<file path="config.mk">
export PLATFORM = sky130hd
export DESIGN_NAME = cr_kme_stall_fifo_p
export DESIGN_NICKNAME = d
export VERILOG_FILES = /design/src/rtl/cr_kme_stall_fifo_p.sv
export SDC_FILE = /design/constraint.sdc
export NUM_CORES = 1
export LEC_CHECK = 0
export ABC_CLOCK_PERIOD_IN_PS = 4400
export BUFFER_PORTS_ARGS = -buffer_cell sky130_fd_sc_hd__buf_2
export CAP_MARGIN = 15
export CORE_UTILIZATION = 60
export DETAILED_ROUTE_END_ITERATION = 6
export GPL_TIMING_DRIVEN = 0
export PLACE_DENSITY = 0.84
export SLEW_MARGIN = 40
export SYNTH_ARGS = -nofsm -noshare
export SYNTH_HDL_FRONTEND = slang
export SYNTH_SLANG_ARGS = --single-unit
export TNS_END_PERCENT = 50
</file>
<file path="constraint.sdc">
create_clock -name clk -period 4.4 [get_ports clk]
set_input_delay 0.66 -clock clk [delete_from_list [all_inputs] [get_ports clk]]
set_output_delay 0.66 -clock clk [all_outputs]
set_load 0.01 [all_outputs]
</file>
<file path="src/rtl/cr_kme_stall_fifo_p.sv">
// ---------------------------------------------------------------------------
// cr_kme_stall_fifo_p
//
// Parametrised synchronous FIFO for KME datapath channels. Sits between a
// producer stage (valid/stall) and a consumer stage (valid/ack). Owns its own
// storage array and pointers. Extends the fixed 34-bit/4-deep stall FIFO with
// a programmable stall threshold, a stall override, a synchronous clear and
// occupancy outputs.
//
// Optional feature macro: CR_KME_STALL_FIFO_OUT_REG_EN
//   When defined, a one-entry registered output stage follows the array.
//   fifo_out/fifo_out_valid then come from flops, total capacity becomes
//   DEPTH+1 and the write-to-output latency from empty becomes 2 cycles.
//
// Ports:
//   clk                     clock, all state on rising edge
//   rst_n                   asynchronous active-low reset
//   fifo_in                 write data
//   fifo_in_valid           write request
//   fifo_in_stall_override  forces fifo_in_stall low
//   fifo_clear              synchronous flush (priority over read/write)
//   fifo_in_stall           back-pressure to producer (advisory)
//   fifo_out                head-of-queue data
//   fifo_out_valid          head entry valid
//   fifo_out_ack            consumer pops head
//   fifo_used_slots         entries held
//   fifo_free_slots         capacity - used
//   fifo_overflow           one-cycle pulse: write attempted while full
//   fifo_underflow          one-cycle pulse: ack while nothing valid
// ---------------------------------------------------------------------------
module cr_kme_stall_fifo_p #(
  parameter int DATA_W       = 34,
  parameter int DEPTH        = 4,
  parameter int STALL_THRESH = 0,
`ifdef CR_KME_STALL_FIFO_OUT_REG_EN
  parameter int CNT_W        = $clog2(DEPTH + 2)
`else
  parameter int CNT_W        = $clog2(DEPTH + 1)
`endif
) (
  input  logic              clk,
  input  logic              rst_n,
  input  logic [DATA_W-1:0] fifo_in,
  input  logic              fifo_in_valid,
  input  logic              fifo_in_stall_override,
  input  logic              fifo_clear,
  output logic              fifo_in_stall,
  output logic [DATA_W-1:0] fifo_out,
  output logic              fifo_out_valid,
  input  logic              fifo_out_ack,
  output logic [CNT_W-1:0]  fifo_used_slots,
  output logic [CNT_W-1:0]  fifo_free_slots,
  output logic              fifo_overflow,
  output logic              fifo_underflow
);

  localparam int PTR_W = (DEPTH > 1) ? $clog2(DEPTH) : 1;
`ifdef CR_KME_STALL_FIFO_OUT_REG_EN
  localparam int CAP = DEPTH + 1;
`else
  localparam int CAP = DEPTH;
`endif
  localparam logic [PTR_W-1:0] LAST_PTR = PTR_W'(DEPTH - 1);
  localparam logic [CNT_W-1:0] CAP_C    = CNT_W'(CAP);
  localparam logic [CNT_W-1:0] THRESH_C = CNT_W'(STALL_THRESH);

  logic [DATA_W-1:0] mem [DEPTH];
  logic [PTR_W-1:0]  wr_ptr;
  logic [PTR_W-1:0]  rd_ptr;
  logic [CNT_W-1:0]  arr_cnt;     // entries held in the array only
  logic [CNT_W-1:0]  used;        // total entries held
  logic [CNT_W-1:0]  free;
  logic              full;
  logic              ren;
  logic              wen_ok;
  logic              arr_wr;
  logic              arr_rd;
  logic              ovf_q;
  logic              udf_q;

  // Explicit wrap keeps non-power-of-two depths correct.
  function automatic logic [PTR_W-1:0] ptr_inc(input logic [PTR_W-1:0] p);
    return (p == LAST_PTR) ? '0 : p + 1'b1;
  endfunction

  assign full   = (used == CAP_C);
  assign free   = CAP_C - used;
  assign ren    = fifo_out_valid & fifo_out_ack;
  assign wen_ok = fifo_in_valid & (~full | ren);
  assign arr_wr = wen_ok;

`ifdef CR_KME_STALL_FIFO_OUT_REG_EN
  logic [DATA_W-1:0] out_q;
  logic              out_v;

  // Array feeds the output register whenever that register is empty or is
  // being popped this cycle, so a popped head is replaced on the same edge.
  // While out_v is low the array holds at most one entry, so a write to a
  // full array always coincides with an array read.
  assign arr_rd = (arr_cnt != '0) & (~out_v | ren);
  assign used   = arr_cnt + CNT_W'(out_v);

  always_ff @(posedge clk or negedge rst_n) begin
    if (!rst_n) begin
      out_v <= 1'b0;
    end else if (fifo_clear) begin
      out_v <= 1'b0;
    end else if (~out_v | ren) begin
      out_v <= (arr_cnt != '0);
    end
  end

  always_ff @(posedge clk) begin
    if (arr_rd && !fifo_clear) begin
      out_q <= mem[rd_ptr];
    end
  end

  assign fifo_out       = out_q;
  assign fifo_out_valid = out_v;
`else
  assign arr_rd         = ren;
  assign used           = arr_cnt;
  assign fifo_out       = mem[rd_ptr];
  assign fifo_out_valid = (used != '0);
`endif

  always_ff @(posedge clk or negedge rst_n) begin
    if (!rst_n) begin
      wr_ptr  <= '0;
      rd_ptr  <= '0;
      arr_cnt <= '0;
    end else if (fifo_clear) begin
      wr_ptr  <= '0;
      rd_ptr  <= '0;
      arr_cnt <= '0;
    end else begin
      if (arr_wr) wr_ptr <= ptr_inc(wr_ptr);
      if (arr_rd) rd_ptr <= ptr_inc(rd_ptr);
      case ({arr_wr, arr_rd})
        2'b10:   arr_cnt <= arr_cnt + CNT_W'(1);
        2'b01:   arr_cnt <= arr_cnt - CNT_W'(1);
        default: arr_cnt <= arr_cnt;
      endcase
    end
  end

  // Storage is intentionally not reset.
  always_ff @(posedge clk) begin
    if (arr_wr && !fifo_clear) begin
      mem[wr_ptr] <= fifo_in;
    end
  end

  // Error pulses report the cycle's events even when a clear is also present.
  always_ff @(posedge clk or negedge rst_n) begin
    if (!rst_n) begin
      ovf_q <= 1'b0;
      udf_q <= 1'b0;
    end else begin
      ovf_q <= fifo_in_valid & full & ~ren;
      udf_q <= fifo_out_ack & ~fifo_out_valid;
    end
  end

  assign fifo_in_stall   = (free <= THRESH_C) & ~fifo_in_stall_override;
  assign fifo_used_slots = used;
  assign fifo_free_slots = free;
  assign fifo_overflow   = ovf_q;
  assign fifo_underflow  = udf_q;

endmodule

</file>
==> out/qor.yml <==
outcome:
  status: "finished, final reports clean"
global_route:
  track_usage_pct: 20.5
  overflow: 0
  grt_antenna_before_repair: 1
  grt_max_degree: 35
  grt_pass1_wl_um: 14400
  grt_pass1_vias: 2745
pwr:
  intPower_w: 0.00293
  p_sw_w: 0.00100
  vdd_drop_max_mv: 0.392
  cellPowerDensity_mw_per_mm2: 576
  swShare_pct: 25.5
  combPwrFrac_pct: 22.4
  p_leak_nw: 2.47
  seq_power_share_pct: 42.2
  clockPowerShare_pct: 35.4
  p_total_w: 0.00393
logic_synthesis:
  synth_seq_cells: 145
  synth_simple_gate_area_share_pct: 2.87
  synth_compound_area_share_pct: 0.884
  yosysWarnings: 0
  synth_top_family_by_area: "multiplexers"
  synthMuxAreaShare_pct: 15.2
  netlist_area_mm2: 0.00566
  synth_top_flop_cell: "edfxtp_1"
  syn_area_per_cell_um2: 23.0
  synth_xor_area_share_pct: 0
  seq_area_frac_synth_pct: 76.1
  synth_cells: 246
  synth-adder-area-share_pct: 2.34
  synth-edff-count: 136
  synth_nets: 296
  yosysUniqueCellTypes: 30
  synthArstFlopShare_pct: 6.21
critical_path:
  path_max_fanout: 34
  critical_path_required_ps: 4550
  rr_worst_depth: 7
  start_kind: "flop"
  r2r-end: "mem[3][5]"
  worstReg2RegStart: "fifo_used_slots[0]"
  path_class: "reg2reg"
  end_kind: "flop"
  crit_arrival_ps: 2760
  r2r_slack_ps: 1780
timing:
  final_max_slew_viol_count: 0
  timing.final.crit_share_pct: 59.4
  relSlewSlack_pct: 64.0
  timing.setup.tns_ps: 0
  hold_viol: 0
  period_minus_slack_ps: 2620
  fmax_ghz: 0.382
  worst-slew-pin-transition_ps: 540
  setup_viol: 0
  grt_setup_unrepaired: "no"
  whs_ps: 356
  clock_skew_ps: 6.97
clocking:
  clock_path_buffers: 2
  cts_setup_buffers: 0
  cts_tree: "done"
  cts.clk_slew.worst_paths_ps: 60
  clock_sinks: 145
  cts_max_level: 4
  cts_made_buffers: 17
  root_buffer: "clkbuf_8"
  insertion_delay_ps: 510
layout:
  nets: 399
  fill_cells: 520
  layout-drive-gt1-share_pct: 44.5
  seqCellArea_mm2: 0.00431
  final_cells: 473
  diodes: 0
  final_common_cell: "edfxtp_1"
  area_growth_syn_to_layout_pct: 20.4
  final_cell_mix: "136 x edfxtp_1, 87 x buf_2, 28 x mux4_2, 16 x clkbuf_16"
  multi_input_area_mm2: 0.00121
placed_design:
  dp_hpwl_um: 5450
  place_inst: 440
  portBuffers: 83
  gp_congestion: 0.749
floorplanning:
  dieArea_mm2: 0.00983
  die_y_um: 99.1
  initial_core_util_pct: 61.6
  rows: 35
  ios: 84
  core_mm2: 0.00920
  die_x_um: 99.1
routing:
  routed_via_density: 5.61
  ant_nets: 0
  dr.pass1.iters: 4
  vias: 2655
  drtIter0Drc: 132
  drc_errors: 0
  wl_um: 9090
  post_drt_wl_per_cell_um: 19.2
hold_path:
  holdCritStartpoint: "fifo_in[0]"
  worstHoldEndpoint: "mem[3][0]"
  worstHoldPathCells: 1
  hp-class: "in2reg"
run:
  cap_violations: 0
==> how the worst max path moves through the flow <==
stage / endpoint / cells past startpoint / from
floorplan: mem[0][0] / 7 / fifo_used_slots[0]
global placement: mem[0][22] / 7 / fifo_used_slots[0]
detailed placement: mem[3][17] / 7 / fifo_used_slots[0]
CTS: mem[3][5] / 7 / fifo_used_slots[0]
global route: mem[3][10] / 7 / fifo_used_slots[0]
finish: mem[3][5] / 7 / fifo_used_slots[0]
==> power groups by stage <==
stage	logic [W]	registers [W]	clock network (W)
2_1_floorplan	0.000612	0.00168	0
3_3_place_gp	0.000878	0.00168	0
3_5_place_dp	0.000894	0.00168	0
4_1_cts	0.000898	0.00166	0.00141
5_1_grt	0.000955	0.00167	0.00147
6_report	0.000880	0.00166	0.00139
==> critical path: stages, from the launching register on <==
cell and delay (ps):
dfrtp_1 440, inv_1 90, ha_1 230, ha_1 260
nand2b_4 160, buf_6 130, a211oi_2 350, and2_4 570
==> through the flow <==
stage / setup slack (ps) / utilization, % / cell area (um^2)
after floorplan: 1630 / - / 5660
after global placement: 945 / 67.6 / 6210
after detailed placement: 1770 / 67.7 / 6220
after CTS: 1760 / 74.1 / 6820
after global routing: 1620 / 74.1 / 6820
final: 1780 / 74.1 / 6820
==> layout make-up <==
| cell class | instances | area share, % |
|---|---|---|
| Inverter | 9 | 0.496 |
| Timing Repair Buffer | 84 | 6.24 |
| Clock buffer | 19 | 6.18 |
| Tap cell | 111 | 2.04 |
| Sequential cell | 145 | 63.2 |
| Multi-Input combinational cell | 81 | 17.8 |
| Buffer | 11 | 1.67 |
| Clock inverter | 13 | 2.37 |
==> flip-flops by register name (all words and copies together), names as in the netlist <==
signal and cells:
fifo_overflow 1, mem 136, wr_ptr 2, fifo_used_slots 3, fifo_underflow 1, rd_ptr 2
==> layer usage <==
layer | vias to the layer above | global-route usage, % | part of all wire, %
li1 | 1223 | - | -
met5 | - | 0 | 0.14
met1 | 1338 | 27.0 | 43
met4 | 2 | 8.71 | 0.86
met2 | 83 | 32.1 | 50
met3 | 9 | 6.75 | 5.7
==> kinds of logic (layout without fill, tap and decap cells) <==
logic type,after synthesis,count (layout)
flip-flops,145,145
multiplexers,40,40
AND/OR/NAND/NOR,26,26
buffers and inverters,20,136
adder cells (fa/ha/maj),10,10
AO/OA/AOI/OAI,5,5
==> Yosys cell counts, types with 2 or more instances <==
cell type	instances	area, um^2
inv_1	9	33.8
mux2i_1	4	40.0
mux4_1	6	158
mux2_4	2	30.0
buf_2	4	20.0
nor2_1	6	22.5
and2_1	5	31.3
buf_12	3	60.1
nor2b_1	2	12.5
nand2b_1	4	25.0
dfrtp_1	9	225
a21oi_2	2	17.5
nor3_1	2	10.0
ha_1	9	113
mux4_2	28	631
edfxtp_1	136	4080
buf_6	2	22.5
==> what timing repair did <==
item	CTS	global route
hold buffers	1	0
endpoints found under the hold margin	9	0
gates resized for setup	0	0
Power figures use the tool's default switching activity.
